File: src/rtl/integrate_dump_if.sv
`default_nettype none
// ============================================================================
//  Module      : integrate_dump_if
//  Description : Sample-in / result-out handshake bundle for integrate_dump.
//                Upstream side:   s_valid, s_ready, s_data
//                Downstream side: m_valid, m_ready, m_data, m_ovf
//                The master modport is the environment driving samples and
//                accepting results; the slave modport is the accumulator.
//  Revision    : 1.0 - initial release
// ============================================================================
interface integrate_dump_if #(
    parameter int WIDTH_IN  = 16,
    parameter int WIDTH_ACC = 19
);
    logic                 s_valid;
    logic                 s_ready;
    logic [WIDTH_IN-1:0]  s_data;
    logic                 m_valid;
    logic                 m_ready;
    logic [WIDTH_ACC-1:0] m_data;
    logic                 m_ovf;

    modport master (
        output s_valid, s_data, m_ready,
        input  s_ready, m_valid, m_data, m_ovf
    );

    modport slave (
        input  s_valid, s_data, m_ready,
        output s_ready, m_valid, m_data, m_ovf
    );
endinterface
`default_nettype wire

File: src/rtl/integrate_dump.sv
`default_nettype none
// ============================================================================
//  Module      : integrate_dump
//  Description : Streaming integrate-and-dump accumulator. Sums a block of
//                len input samples (len==0 treated as 1) and emits one
//                WIDTH_ACC-bit result per block, one sample per cycle with
//                no bubble between blocks.
//  Ports       : clk    - clock, rising edge
//                rst_n  - asynchronous active-low reset
//                clear  - synchronous abort of the current partial block
//                len    - samples per block, sampled on a block's first sample
//                bus    - integrate_dump_if.slave (s_* sample input,
//                         m_* result output incl. m_ovf)
//  Options     : INTDUMP_SAT_EN - when defined, the accumulator saturates on
//                overflow and m_ovf reports a sticky per-block overflow flag;
//                when undefined, the sum wraps and m_ovf is tied to 0.
//  Revision    : 1.0 - initial release
// ============================================================================
module integrate_dump #(
    parameter int WIDTH_IN  = 16,
    parameter int WIDTH_ACC = 19,
    parameter int LEN_WIDTH = 4,
    parameter int IS_SIGNED = 1
) (
    input  logic                 clk,
    input  logic                 rst_n,
    input  logic                 clear,
    input  logic [LEN_WIDTH-1:0] len,
    integrate_dump_if.slave      bus
);

    localparam logic [0:0]           c_st_idle  = 1'b0;
    localparam logic [0:0]           c_st_accum = 1'b1;
    localparam logic [LEN_WIDTH-1:0] c_len_one  = LEN_WIDTH'(1);

    generate
        if (WIDTH_ACC < WIDTH_IN) begin : g_width_check
            $error("integrate_dump: WIDTH_ACC must be >= WIDTH_IN");
        end
    endgenerate

    logic [0:0]           r_state;
    logic [0:0]           w_state_next;
    logic [LEN_WIDTH-1:0] r_cnt;
    logic [LEN_WIDTH-1:0] r_len_q;
    logic [WIDTH_ACC-1:0] r_acc;
    logic                 r_m_valid;
    logic [WIDTH_ACC-1:0] r_m_data;

    logic [LEN_WIDTH-1:0] w_len_eff;
    logic                 w_last;
    logic                 w_s_ready;
    logic                 w_accept;
    logic                 w_complete;
    logic [WIDTH_ACC-1:0] w_ext;
    logic [WIDTH_ACC-1:0] w_acc_next;

    assign w_len_eff = (len == '0) ? c_len_one : len;

    generate
        if (IS_SIGNED != 0) begin : g_ext_signed
            assign w_ext = WIDTH_ACC'($signed(bus.s_data));
        end else begin : g_ext_unsigned
            assign w_ext = WIDTH_ACC'(bus.s_data);
        end
    endgenerate

    // ------------------------------------------------------------------
    // FSM: state register
    // ------------------------------------------------------------------
    always_ff @(posedge clk or negedge rst_n) begin
        if (!rst_n) begin
            r_state <= c_st_idle;
        end else begin
            r_state <= w_state_next;
        end
    end

    // ------------------------------------------------------------------
    // FSM: next state
    // ------------------------------------------------------------------
    always_comb begin
        w_state_next = r_state;
        if (clear) begin
            w_state_next = c_st_idle;
        end else if (w_accept) begin
            w_state_next = w_last ? c_st_idle : c_st_accum;
        end
    end

    // ------------------------------------------------------------------
    // FSM: outputs / handshake
    // The completing sample is the only one that must wait for room in
    // the output register; partial sums keep flowing while a result is
    // pending.
    // ------------------------------------------------------------------
    always_comb begin
        w_last = 1'b0;
        if (r_state == c_st_idle) begin
            w_last = (len <= c_len_one);
        end else begin
            w_last = (r_cnt == (r_len_q - c_len_one));
        end
        w_s_ready  = !clear && (!r_m_valid || bus.m_ready || !w_last);
        w_accept   = bus.s_valid && w_s_ready;
        w_complete = w_accept && w_last;
    end

    // ------------------------------------------------------------------
    // Adder. r_acc (and the sticky flag) are always zero in IDLE, so the
    // first sample of a block needs no separate load path.
    // ------------------------------------------------------------------
`ifdef INTDUMP_SAT_EN
    logic [WIDTH_ACC:0]   w_sum_wide;
    logic                 w_add_ovf;
    logic [WIDTH_ACC-1:0] w_sat_val;
    logic                 w_ovf_next;
    logic                 r_ovf;
    logic                 r_m_ovf;

    generate
        if (IS_SIGNED != 0) begin : g_sat_signed
            assign w_sum_wide = (WIDTH_ACC+1)'($signed(r_acc)) + (WIDTH_ACC+1)'($signed(w_ext));
            // Extra top bit is the true sign; disagreement with the
            // WIDTH_ACC sign bit means the sum left the representable range.
            assign w_add_ovf  = w_sum_wide[WIDTH_ACC] ^ w_sum_wide[WIDTH_ACC-1];
            assign w_sat_val  = w_sum_wide[WIDTH_ACC] ? {1'b1, {(WIDTH_ACC-1){1'b0}}}
                                                      : {1'b0, {(WIDTH_ACC-1){1'b1}}};
        end else begin : g_sat_unsigned
            assign w_sum_wide = {1'b0, r_acc} + {1'b0, w_ext};
            assign w_add_ovf  = w_sum_wide[WIDTH_ACC];
            assign w_sat_val  = '1;
        end
    endgenerate

    // Once saturated, the accumulator is pinned for the rest of the block.
    assign w_acc_next = r_ovf ? r_acc : (w_add_ovf ? w_sat_val : w_sum_wide[WIDTH_ACC-1:0]);
    assign w_ovf_next = r_ovf | w_add_ovf;

    always_ff @(posedge clk or negedge rst_n) begin
        if (!rst_n) begin
            r_ovf <= 1'b0;
        end else if (clear) begin
            r_ovf <= 1'b0;
        end else if (w_accept) begin
            r_ovf <= w_last ? 1'b0 : w_ovf_next;
        end
    end

    always_ff @(posedge clk or negedge rst_n) begin
        if (!rst_n) begin
            r_m_ovf <= 1'b0;
        end else if (w_complete) begin
            r_m_ovf <= w_ovf_next;
        end
    end

    assign bus.m_ovf = r_m_ovf;
`else
    assign w_acc_next = r_acc + w_ext;
    assign bus.m_ovf  = 1'b0;
`endif

    // ------------------------------------------------------------------
    // Accumulator, sample counter and latched block length
    // ------------------------------------------------------------------
    always_ff @(posedge clk or negedge rst_n) begin
        if (!rst_n) begin
            r_acc   <= '0;
            r_cnt   <= '0;
            r_len_q <= '0;
        end else if (clear) begin
            r_acc <= '0;
            r_cnt <= '0;
        end else if (w_accept) begin
            if (r_state == c_st_idle) begin
                r_len_q <= w_len_eff;
            end
            if (w_last) begin
                r_acc <= '0;
                r_cnt <= '0;
            end else begin
                r_acc <= w_acc_next;
                r_cnt <= r_cnt + c_len_one;
            end
        end
    end

    // ------------------------------------------------------------------
    // Output register: a completing block reloads even while the previous
    // result is being consumed, giving back-to-back results.
    // ------------------------------------------------------------------
    always_ff @(posedge clk or negedge rst_n) begin
        if (!rst_n) begin
            r_m_valid <= 1'b0;
            r_m_data  <= '0;
        end else if (w_complete) begin
            r_m_valid <= 1'b1;
            r_m_data  <= w_acc_next;
        end else if (r_m_valid && bus.m_ready) begin
            r_m_valid <= 1'b0;
        end
    end

    assign bus.s_ready = w_s_ready;
    assign bus.m_valid = r_m_valid;
    assign bus.m_data  = r_m_data;

endmodule
`default_nettype wire

File: src/flat_wrapper.sv
// flat-port wrapper written by rule: the top's interface ports become plain ports
module integrate_dump_flat 
#(
    parameter int WIDTH_IN  = 16,
    parameter int WIDTH_ACC = 19,
    parameter int LEN_WIDTH = 4,
    parameter int IS_SIGNED = 1
)
  (clk, rst_n, clear, len, bus_s_valid, bus_s_data, bus_m_ready, bus_s_ready, bus_m_valid, bus_m_data, bus_m_ovf);
  integrate_dump_if #(.WIDTH_IN(WIDTH_IN), .WIDTH_ACC(WIDTH_ACC)) bus_i ();
  input  logic clk;
  input  logic rst_n;
  input  logic clear;
  input  logic [LEN_WIDTH-1:0] len;
  input wire logic [$bits(bus_i.s_valid)-1:0] bus_s_valid;
  input wire logic [$bits(bus_i.s_data)-1:0] bus_s_data;
  input wire logic [$bits(bus_i.m_ready)-1:0] bus_m_ready;
  output wire logic [$bits(bus_i.s_ready)-1:0] bus_s_ready;
  output wire logic [$bits(bus_i.m_valid)-1:0] bus_m_valid;
  output wire logic [$bits(bus_i.m_data)-1:0] bus_m_data;
  output wire logic [$bits(bus_i.m_ovf)-1:0] bus_m_ovf;
  assign bus_i.s_valid = bus_s_valid;
  assign bus_i.s_data = bus_s_data;
  assign bus_i.m_ready = bus_m_ready;
  assign bus_s_ready = bus_i.s_ready;
  assign bus_m_valid = bus_i.m_valid;
  assign bus_m_data = bus_i.m_data;
  assign bus_m_ovf = bus_i.m_ovf;
  integrate_dump #(.WIDTH_IN(WIDTH_IN), .WIDTH_ACC(WIDTH_ACC), .LEN_WIDTH(LEN_WIDTH), .IS_SIGNED(IS_SIGNED)) u_core (.clk(clk), .rst_n(rst_n), .clear(clear), .len(len), .bus(bus_i));
endmodule
File: config.mk
export PLATFORM = sky130hd
export DESIGN_NAME = integrate_dump_flat
export DESIGN_NICKNAME = d
export VERILOG_FILES = /design/src/rtl/integrate_dump_if.sv /design/src/rtl/integrate_dump.sv /design/src/flat_wrapper.sv
export SDC_FILE = /design/constraint.sdc
export NUM_CORES = 1
export LEC_CHECK = 0
export CAP_MARGIN = 20
export CORE_ASPECT_RATIO = 1.75
export CORE_MARGIN = 3
export CORE_UTILIZATION = 54
export DETAILED_ROUTE_END_ITERATION = 8
export PLACE_DENSITY = 0.81
export SLEW_MARGIN = 25
export SYNTH_ARGS = -nofsm -noshare
export SYNTH_HDL_FRONTEND = slang
export SYNTH_SLANG_ARGS = --single-unit
File: constraint.sdc
create_clock -name clk -period 2.5 [get_ports clk]
set_input_delay 0.5 -clock clk [delete_from_list [all_inputs] [get_ports clk]]
set_output_delay 0.5 -clock clk [all_outputs]
set_load 0.03 [all_outputs]
==> impl_metrics.yaml, run 1 <==
status:
  status: "finished clean"
detailed_routing:
  vias: 2750
  dr.pass1.iters: 5
  drt_iter0_drc: 133
  postRouteAntennaNets: 0
  vias_per_cell: 6.35
  drt-wirelength-per-cell_um: 19.1
  wl_um: 8280
  drc_errors: 0
timing:
  min_period_ps: 2470
  fin_crit_sh: 0.987
  maxSlewHeadroom: 0.597
  drv_slew: 0
  skew_ps: 7.89
  fmax_mhz: 405
  tightest_slew_ps: 605
  hold_viol_final: 0
  rsz0062_at_grt: "true"
  fin_setup_tns_ps: 0
  fin_hold_ws_ps: 279
  setup_violations: 0
grt:
  antenna_found_initial: 0
  grt_use_met3: 0.0376
  grtUsageTotal: 0.258
  grt-busiest-layer: "met2"
  use_met1: 0.267
  grt_max_degree: 49
  grt_pass1_wl_um: 12300
  overflow: 0
  use_met2: 0.474
  grt_pass1_vias: 2818
logic_synthesis:
  synth_warnings: 0
  synth_nets: 317
  synth-edff-count: 0
  ys_seq_area_frac: 0.418
  syn_area_per_cell_um2: 10.6
  async_flop_share: 1.00
  syn_inst: 271
  ys_ff_latch: 48
  syn-cell-area_um2: 2880
  ys_types: 56
  ys.flop_type: "dfrtp_1"
place:
  placed_cells: 420
  io_buffers: 45
  hpwlAfterDp_um: 5340
  place.gp.congestion: 0.927
clock_tree:
  clock_latency_ps: 300
  cts_tree: "done"
  root_buffer: "clkbuf_8"
  htree_levels: 2
  numCtsBuffers: 5
  path_clk_slew_ps: 90
  cts.sink_count: 48
  cts_max_path_buffers: 2
critical_path:
  crit_required_ps: 2700
  cp.arrival_ps: 2670
  startpoint_type: "input port"
  worst_setup_path_end_kind: "register"
  critPathKind: "input port to register"
  critPathMaxFanout: 4
finish:
  final_cells: 433
  nNetsFinal: 425
  area_growth_pct: 42.1
  finalCoreUtilization: 0.807
  fillerInstances: 304
  antenna_cells: 0
  drive_gt1_frac: 0.282
floorplan:
  die_x_um: 61.2
  rows: 34
  io_pins: 47
  core-area_um2: 5060
  start_util: 0.568
  dieArea_um2: 6270
  fp.dieH_um: 103
run:
  drv_cap: 0
worst_hold_path:
  hold_class: "input port to asynchronous set/reset pin"
pwr:
  leakagePower_nw: 1.91
  peakVddDrop_mv: 0.497
  p_per_area_nw_per_um2: 840
## routing by layer
| metal | share of wire | wire, um |
|---|---|---|
| met1 | 0.36 | 2960 |
| met2 | 0.55 | 4560 |
| met3 | 0.050 | 410 |
| met4 | 0.042 | 348 |
| met5 | 0 | 0 |
## Yosys cell counts, types with 2 or more instances
master / n / area, um^2
a31o_1: 3 / 26.3
nor2_1: 14 / 52.6
a32o_1: 2 / 20.0
o21bai_1: 2 / 15.0
mux2_1: 12 / 135
a21o_1: 6 / 45.0
a211oi_1: 4 / 30.0
clkbuf_1: 3 / 11.3
nor2b_1: 2 / 12.5
nor4_1: 2 / 12.5
or3_1: 5 / 31.3
o21ai_1: 5 / 25.0
xor2_1: 9 / 78.8
and2_0: 2 / 12.5
a22o_1: 15 / 131
nor3_1: 5 / 25.0
a31oi_1: 5 / 31.3
o21ai_0: 8 / 40.0
buf_2: 5 / 25.0
ha_1: 20 / 250
o21a_1: 5 / 37.5
dfrtp_1: 48 / 1200
nand3_1: 3 / 15.0
nand4_1: 3 / 18.8
nand2_1: 15 / 56.3
xnor2_1: 11 / 96.3
buf_6: 2 / 22.5
mux2_2: 3 / 33.8
and3_1: 3 / 18.8
a211o_1: 3 / 26.3
a21oi_1: 15 / 75.1
a21boi_1: 2 / 15.0
inv_1: 6 / 22.5
## kinds of logic (layout without fill, tap and decap cells)
group                      Yosys count  in the layout  share of synthesized area
AOI/OAI and AO/OA                   89             89                      0.232
and+or+nand+nor                     60             60                      0.105
DFF                                 48             48                      0.418
adders and majority gates           21             21                     0.0940
xor gates and xnor gates            20             20                     0.0609
buffers and inverters               17            125                     0.0309
muxes                               15             15                     0.0587
other                                1              1                    0.00130
## per-stage QoR
| stage | total power [mW] | instance area [um^2] | worst slack (ps) |
|---|---|---|---|
| after floorplan | 2.08 | 2880 | 35.4 |
| after global placement | 2.78 | 3800 | -488 |
| after detailed placement | 2.83 | 3800 | -494 |
| after CTS | 3.33 | 3970 | 3.05 |
| after global routing | 3.61 | 4090 | -36.2 |
| final | 3.43 | 4090 | 31.7 |
## power by group
group	internal (mW)	switching, mW
Combinational	0.883	0.959
Sequential	1.00	0.141
Clock	0.191	0.260
## placed cells by master, fill, tap and decap left out, drive strengths merged, types with 3 or more instances in the layout
cell type | synthesis | final
or3 | 5 | 5
a21oi | 16 | 16
a31oi | 6 | 6
nand2 | 15 | 15
nor2 | 14 | 14
xor2 | 9 | 9
buf | 8 | 69
nor3 | 5 | 5
inv | 6 | 6
nand3 | 3 | 3
dfrtp | 48 | 48
mux2 | 15 | 15
and3 | 3 | 3
and2 | 3 | 3
clkbuf | 3 | 6
dlygate4sd2 | 0 | 3
a211oi | 5 | 5
nand4 | 3 | 3
xnor2 | 11 | 11
o21ai | 13 | 13
a21o | 6 | 6
a31o | 3 | 3
a22o | 15 | 15
ha | 20 | 20
o21a | 5 | 5
a211o | 3 | 3
clkdlybuf4s50 | 0 | 37
## flip-flops by register name, indices dropped and copies added, names as in the netlist
name and cells:
u_core.bus.m_data 19, u_core.bus.m_valid 1, u_core.r_acc 19, u_core.r_cnt 4, u_core.r_len_q 4, u_core.r_state 1
## path summary, 6_finish.rpt
check / start / end / slack, ps / cells past startpoint
max reg2reg: u_core.r_acc[1] / u_core.bus.m_data[17] / 50 / 8
max: bus_s_data[4] / u_core.bus.m_data[17] / 30 / 9
min reg2reg: u_core.bus.m_data[1] / u_core.bus.m_data[1] / 500 / 1
max in group asynchronous: rst_n / u_core.r_acc[1] / 1780 / 2
min in group clk: u_core.bus.m_data[1] / u_core.bus.m_data[1] / 500 / 1
min: rst_n / u_core.r_len_q[2] / 280 / 2
## cell type report
cell class | count | area [um^2] | area share
repair buffers | 112 | 976 | 0.239
well taps | 54 | 67.6 | 0.0165
clock inverters | 1 | 5.00 | 0.00123
flip-flops and latches | 48 | 1200 | 0.294
inverters | 6 | 22.5 | 0.00551
clock buffers | 6 | 72.6 | 0.0178
multi-input cells | 206 | 1740 | 0.426
## timing repair
item | in CTS | in global routing
buffers inserted | 3 | 3
setup endpoints to repair | 19 | 14
resized for setup | 20 | 21
hold buffers | 0 | 0
pin swaps | 13 | 16
## worst max-delay path: stages
cell	delay, ps
clkdlybuf4s50_1	400
ha_1	220
a211o_1	280
a211oi_2	270
buf_4	160
o31ai_2	100
a221oi_2	310
xnor2_1	150
mux2_2	270
No activity file was read; power rests on OpenSTA's default activity.
==> run 2: changes to the inputs <==
Settings changed: GPL_ROUTABILITY_DRIVEN set to 0.
==> run 2 against run 1 <==
Net effect:
- design area grew 1.7%
- cell count rose by 0.46%
- via count down 2.9%
- core utilization grew 1.4 points
- register-to-register slack barely moved
- first-iteration DRC count shrank 26%
- total power up 2.4%
- clock power is 26% higher
- non-clock buffer count is 1 higher
- largest power group unchanged
- largest cell class unchanged
- clock skew up 1.1 ps
==> impl_metrics.yaml, run 2 (synthesis results as in run 1) <==
grt:
  grtUsageTotal: 0.247
  grt_pass1_vias: 2775
  antenna_found_initial: 0
  grt_max_degree: 26
  grt_pass1_wl_um: 11800
  overflow: 0
critical_path:
  cp_slowest_cell: "or3_4"
  crit_required_ps: 2700
  reg2reg_from: "u_core.r_acc[0]"
  cp_slowest_stage_delay_ps: 400
  reg2reg_setup_slack_ps: 50
  critPathMaxFanout: 4
  cp_cell_sequence: "dlygate4sd2_1, ha_2, fa_2, a211oi_2, o21a_1, a211o_1, a21boi_2, or3_4, a32o_1"
  cp_top_family: "compound AO/OA/AOI/OAI gates"
  worst_setup_path_end_kind: "register"
  startpoint_type: "input port"
  critPathKind: "input port to register"
  startpoint: "bus_s_data[0]"
  path_buf_inv: 1
  cp.arrival_ps: 2680
timing:
  maxSlewHeadroom: 0.621
  min_period_ps: 2480
  setup_violations: 0
  worst_slack_ps: 21.6
  fmax_mhz: 403
  skew_ps: 8.99
  fin_hold_ws_ps: 172
  hold_viol_final: 0
  fin_crit_sh: 0.991
  drv_slew: 0
  tightest_slew_ps: 569
detailed_routing:
  vias_per_cell: 6.14
  drt_iter0_drc: 99
  drc_errors: 0
  vias: 2671
  wl_um: 7620
  drt-wirelength-per-cell_um: 17.5
  postRouteAntennaNets: 0
  dr.pass1.iters: 4
clock_tree:
  cts_tree: "done"
  clock_latency_ps: 310
  root_buffer: "clkbuf_8"
  numCtsBuffers: 5
  cts_max_path_buffers: 2
  htree_levels: 2
  cts.sink_count: 48
  cts_hold_buf: 0
  path_clk_slew_ps: 100
finish:
  area_growth_pct: 44.5
  final_common_cell: "buf_4"
  layout_common_cells: "buf_4, dfrtp_1, clkdlybuf4s50_1"
  antenna_cells: 0
  nNetsFinal: 426
  finalCoreUtilization: 0.821
  drive_gt1_frac: 0.302
pwr:
  peakVddDrop_mv: 0.599
  p_per_area_nw_per_um2: 846
  leakagePower_nw: 1.94
  total_power_mw: 3.52
place:
  io_buffers: 45
  hpwlAfterDp_um: 5390
  pre_cts_slack_ps: -514
floorplan:
  fp.dieH_um: 103
  io_pins: 47
  core-area_um2: 5060
  rows: 34
  die_x_um: 61.2
  dieArea_um2: 6270
  start_util: 0.568
run:
  drv_cap: 0
status:
  status: "finished clean"
worst_hold_path:
  hold_class: "input port to asynchronous set/reset pin"
[run 2: final cells by class]
class | count | area [um^2]
Clock buffer | 5 | 68.8
Clock inverter | 3 | 42.5
Fill cell | 282 | 907
Inverter | 6 | 22.5
Multi-Input combinational cell | 206 | 1750
Sequential cell | 48 | 1200
Tap cell | 54 | 67.6
Timing Repair Buffer | 113 | 998
[run 2: per-layer routing]
layer,up-vias,part of all wire,track usage
li1,1229,-,-
met5,-,0,0
met4,0,0.028,0.147
met2,97,0.55,0.441
met3,22,0.041,0.0376
met1,1323,0.38,0.261
[run 2: path summary, 6_finish.rpt]
check / endpoint / cells past startpoint
max: u_core.r_acc[16] / 9
min in group clk: u_core.bus.m_data[6] / 1
min reg2reg: u_core.bus.m_data[6] / 1
min: u_core.r_len_q[3] / 1
max reg2reg: u_core.r_acc[16] / 8
max in group asynchronous: u_core.bus.m_data[4] / 2
[run 2: per-stage QoR]
step,cell area [um^2],cells,TNS (ps)
2_1_floorplan,2880,271,0
3_3_place_gp,3830,422,-7850
3_5_place_dp,3830,422,-9310
4_1_cts,4030,433,0
5_1_grt,4160,435,-67.8
6_report,4160,435,0
[run 2: timing repair]
action | CTS | global route
pin swaps | 11 | 15
endpoints found under the hold margin | 0 | 0
setup endpoints to repair | 19 | 10
resized for setup | 24 | 23
buffers inserted | 4 | 2
[run 2: report_power, final]
part	total [mW]	switching (mW)	leakage [nW]	internal [mW]
registers	1.14	0.141	0.610	1.00
logic	1.81	0.922	1.28	0.886
clock network	0.568	0.271	0.0541	0.296
total	3.52	1.33	1.94	2.18
==> run 3: changes to the inputs <==
Clock period 2.5 ns to 2.7 ns, I/O delays scaled along.
==> run 3 against run 2 <==
Net effect:
- largest cell class unchanged
- critical endpoint is now u_core.bus.m_data[15]
- worst hold slack lost 100 ps
- via count is 5.4% lower
- combinational power shrank 12%
==> impl_metrics.yaml, run 3 (synthesis results as in run 1) <==
status:
  status: "finished clean"
place:
  io_buffers: 45
  hpwlAfterDp_um: 5430
  placed_cell_area_um2: 3770
  placed_cells: 415
floorplan:
  rows: 34
  io_pins: 47
  fp.dieH_um: 103
  core-area_um2: 5060
  dieArea_um2: 6270
  die_x_um: 61.2
  start_util: 0.568
timing:
  fin_setup_tns_ps: 0
  hold_viol_final: 0
  min_period_ps: 2580
  setup_violations: 0
  drv_slew: 0
  skew_ps: 2.65
  rsz0062_at_grt: "false"
  fin_crit_sh: 0.957
  fmax_mhz: 387
  fin_hold_ws_ps: 69.8
critical_path:
  cp.arrival_ps: 2770
  cp_cell_sequence: "clkdlybuf4s50_1, ha_1, a211o_1, buf_4, o22ai_2, buf_4, nor4_1, nor4_1, buf_4, xnor2_2, mux2_2"
  critPathKind: "input port to register"
  cp_top_family: "buffers and inverters"
  timing.reg2reg.worst_path_depth: 9
  crit_top_cell: "buf_4"
  crit_required_ps: 2890
  path_buf_inv: 4
  cp_slowest_stage_delay_ps: 410
  worst_setup_path_end_kind: "register"
  critPathMaxFanout: 3
  cp_slowest_cell: "clkdlybuf4s50_1"
  startpoint_type: "input port"
  cp.depth: 11
finish:
  layout_common_cells: "buf_4, dfrtp_1, clkdlybuf4s50_1"
  postLayoutCellArea_um2: 3950
  final_cells: 426
  nNetsFinal: 417
  drive_gt1_frac: 0.223
  area_growth_pct: 37.5
  antenna_cells: 0
  final_common_cell: "buf_4"
pwr:
  leakagePower_nw: 1.87
  combinationalPowerShare: 0.504
  total_power_mw: 3.15
  clockPowerShare: 0.161
  p_int_mw: 1.97
  p_per_area_nw_per_um2: 797
  seq_power_share: 0.334
  p_sw_mw: 1.18
  peakVddDrop_mv: 0.495
  switching_share: 0.374
detailed_routing:
  drt-wirelength-per-cell_um: 16.8
  drt_iter0_drc: 74
  wl_um: 7160
  dr.pass1.iters: 4
  vias: 2526
  drc_errors: 0
  vias_per_cell: 5.93
  postRouteAntennaNets: 0
worst_hold_path:
  hold_class: "input port to asynchronous set/reset pin"
clock_tree:
  clock_latency_ps: 300
  path_clk_slew_ps: 90
  cts_tree: "done"
  root_buffer: "clkbuf_8"
  numCtsBuffers: 5
  htree_levels: 2
  cts.sink_count: 48
  cts_max_path_buffers: 2
grt:
  overflow: 0
  grt_pass1_vias: 2684
  antenna_found_initial: 0
  grt_pass1_wl_um: 11600
  grtUsageTotal: 0.242
  grt_max_degree: 22
run:
  drv_cap: 0
==> run 3: cell count changes in the layout (fill, tap and decap cells not counted), sizes merged <==
cell / change
dlymetal6s2s: -2
clkdlybuf4s50: +5
buf: -10
clkinvlp: -1
dlygate4sd2: -2
clkdlybuf4s15: -1
clkbuf: +2
==> run 3: repair_timing <==
item                       4_1_cts  5_1_grt
hold buffers                     0        0
setup endpoints to repair        3        6
pin swaps                        5        8
buffers inserted                 1        2
resized for setup                6        8
==> run 3: metrics by stage <==
| step | setup slack (ps) | utilization |
|---|---|---|
| after CTS | 4.41 | 0.769 |
| after global routing | 4.39 | 0.781 |
| final | 115 | 0.781 |
| after floorplan | 195 | - |
| after detailed placement | -342 | 0.744 |
| after global placement | -324 | 0.744 |
==> run 3: power by group through the flow <==
| stage | Combinational, mW | Sequential (mW) | Clock (mW) |
|---|---|---|---|
| after global placement | 1.50 | 1.05 | 0 |
| after floorplan | 0.589 | 1.33 | 0 |
| after detailed placement | 1.53 | 1.06 | 0 |
| after CTS | 1.56 | 1.05 | 0.531 |
| after global routing | 1.72 | 1.08 | 0.552 |
| final | 1.59 | 1.05 | 0.508 |
==> run 3: path summary, 6_finish.rpt <==
check                                      from               endpoint  slack, ps
setup / recovery                  bus_s_data[5]  u_core.bus.m_data[15]        120
hold / removal                            rst_n      u_core.r_len_q[3]         70
setup reg to reg                u_core.r_acc[1]  u_core.bus.m_data[17]        200
hold reg to reg            u_core.bus.m_data[1]   u_core.bus.m_data[1]        500
max in group asynchronous                 rst_n   u_core.bus.m_data[6]       2110
min in group clk           u_core.bus.m_data[1]   u_core.bus.m_data[1]        500
==> run 3: final cells by class <==
cell class,instances,area [um^2]
inverters,6,22.5
clock inverters,2,35.0
well taps,54,67.6
clock buffers,6,72.6
fillers,335,1110
multi-input cells,206,1650
repair buffers,104,908
flip-flops and latches,48,1200
==> run 3: metal layers <==
| metal | vias up | share of wire | routed length, um | global-route usage |
|---|---|---|---|---|
| met5 | - | 0 | 0 | 0 |
| met4 | 0 | 0.038 | 270 | 0.117 |
| met3 | 27 | 0.039 | 280 | 0.0439 |
| met2 | 74 | 0.54 | 3880 | 0.427 |
| met1 | 1217 | 0.38 | 2730 | 0.269 |
| li1 | 1208 | - | - | - |
==> patch (settings of run 3) <==
`LEN_WIDTH` is set to 4 in 2 places; all go to 8.
--- a/src/rtl/integrate_dump.sv
+++ b/src/rtl/integrate_dump.sv
@@ -19,7 +19,7 @@
 module integrate_dump #(
     parameter int WIDTH_IN  = 16,
     parameter int WIDTH_ACC = 19,
-    parameter int LEN_WIDTH = 4,
+    parameter int LEN_WIDTH = 8,
     parameter int IS_SIGNED = 1
 ) (
     input  logic                 clk,
--- a/src/flat_wrapper.sv
+++ b/src/flat_wrapper.sv
@@ -3,7 +3,7 @@
 #(
     parameter int WIDTH_IN  = 16,
     parameter int WIDTH_ACC = 19,
-    parameter int LEN_WIDTH = 4,
+    parameter int LEN_WIDTH = 8,
     parameter int IS_SIGNED = 1
 )
   (clk, rst_n, clear, len, bus_s_valid, bus_s_data, bus_m_ready, bus_s_ready, bus_m_valid, bus_m_data, bus_m_ovf);
Ports: changed (resized len); port bits go from 47 to 51. The function was not compared with the original's and may differ.
==> patch against run 3 <==
- the flow now finishes with violations (setup timing)
- sequential cell count increased by 8
- worst setup slack got worse by 0.40 ns
- cell area up 22%
- count of clock-buffer cells in the layout grew 1
- cell count is 26% higher
- power shrank 13%
- global-route usage is 0.75 points higher
- wire length increased by 29%
- synthesized area grew 20%
- critical path depth is the same
- sequential share of layout area shrank 1.3 points
- critical path type is now flip-flop to flip-flop
- via count up 23%
==> patch: results <==
{
  "r2r-end": "u_core.bus.m_data[3]$_DFFE_PN0P_",
  "track_usage": 0.249,
  "grt_pass1_wl_mm": 14.6,
  "cts_made_buffers": 5,
  "ys_seq_area_frac": 0.405,
  "cts_root_buffer": "clkbuf_8",
  "p_comb_mw": 1.21,
  "status": "complete, but fails checks",
  "cp_max_fo": 5,
  "synthAdderAreaFrac": 0.0781,
  "worstPathArrival_ns": 3.20,
  "violations": "setup timing",
  "ys_async_sr_fraction": 1.00,
  "grtUsageMet1": 0.279,
  "grt_max_degree": 57,
  "final_layout_size_suffix_gt1_frac": 0.261,
  "setup_tns_ns": -4.38,
  "worst_clock_skew_ns": 0.0131,
  "final_hold_viol_count": 0,
  "clk_latency_ns": 0.33,
  "gr-usage-met3": 0.0353,
  "antenna_found_initial": 0,
  "synth_compound_area_frac": 0.192,
  "syn-num-nets": 393,
  "n_antenna_cell": 0,
  "io_buffer_count": 49,
  "power_switching_mw": 0.974,
  "nets": 505,
  "peakVddDrop_mv": 0.388,
  "cts.reportedPaths.clkPinSlew_ns": 0.11,
  "critPathMaxStageDelay_ns": 0.56,
  "r2r-start": "u_core.r_len_q[4]$_DFFE_PN0P_",
  "first_iter_violations": 127,
  "critical-path-slowest-cell": "or4_4",
  "muxShareOfSynthArea": 0.0893,
  "use_met2": 0.447,
  "setup_ws_ns": -0.288,
  "first_global_vias": 3254,
  "synthTopCellsByArea": "dfrtp_1, ha_1, xnor2_1, mux2_2, a22o_1",
  "min_path_type": "input port to async pin",
  "ys_warn_count": 0,
  "crit_family": "simple AND/OR/NAND/NOR gates",
  "h-tree-depth": 2,
  "synth_cell_types": 51,
  "synth-xor-area-share": 0.0734,
  "pg_seq_mw": 1.04,
  "drtPass1Iterations": 4,
  "route.vias.total": 3116,
  "clk_path_buf_depth": 2,
  "setup_viol": 20,
  "reg2reg_depth": 11,
  "dpl.hpwl_mm": 6.27,
  "p_leak_nw": 2.22,
  "synthTopCellsByCount": "dfrtp_1, a21oi_1, o21ai_0",
  "drt-total-wl_mm": 9.26
}
-- patch: what timing repair did --
| item | CTS | global route |
|---|---|---|
| resized for setup | 24 | 14 |
| gates cloned | 0 | 3 |
| setup endpoints to repair | 20 | 32 |
| setup buffers | 2 | 4 |
| pin swaps | 7 | 7 |
-- patch: per-stage QoR --
step	setup slack (ns)	area (um2)	total power [mW]	std cells	hold slack, ns
finish	-0.288	4820	2.75	536	0.189
global route	-0.376	4820	2.92	536	0.202
CTS	-0.256	4650	2.72	529	0.205
detailed placement	-0.569	4480	2.20	519	0.490
global placement	-0.453	4480	2.15	519	0.476
floorplan	0.00192	3460	1.74	343	0.244
-- patch: worst max-delay path by stage --
stage                                        startpoint  slack (ns)  cells past startpoint                                end
after floorplan           u_core.r_len_q[3]$_DFFE_PN0P_       0.002                      8   u_core.bus.m_data[0]$_DFFE_PN0P_
after global placement                    bus_s_data[0]       -0.45                     11  u_core.bus.m_data[14]$_DFFE_PN0P_
after detailed placement                  bus_s_data[0]       -0.57                     11       u_core.r_acc[16]$_DFFE_PN0P_
after CTS                 u_core.r_len_q[4]$_DFFE_PN0P_       -0.26                      7                        bus_s_ready
after global routing      u_core.r_len_q[4]$_DFFE_PN0P_       -0.38                      7                        bus_s_ready
final                     u_core.r_len_q[4]$_DFFE_PN0P_       -0.29                     11   u_core.bus.m_data[3]$_DFFE_PN0P_
-- patch: layer usage --
layer,wire [um],part of all wire
met2,5100,0.55
met4,430,0.046
met3,319,0.034
met1,3410,0.37
met5,0,0
-- patch: area by class of cell --
class / count / area [um2]
sequential: 56 / 1400
timing repair buffer: 117 / 1120
clock buffer: 7 / 86.3
fill: 382 / 1410
inverter: 14 / 52.6
multi-input combinational: 261 / 2050
tap: 80 / 100
clock inverter: 1 / 7.51
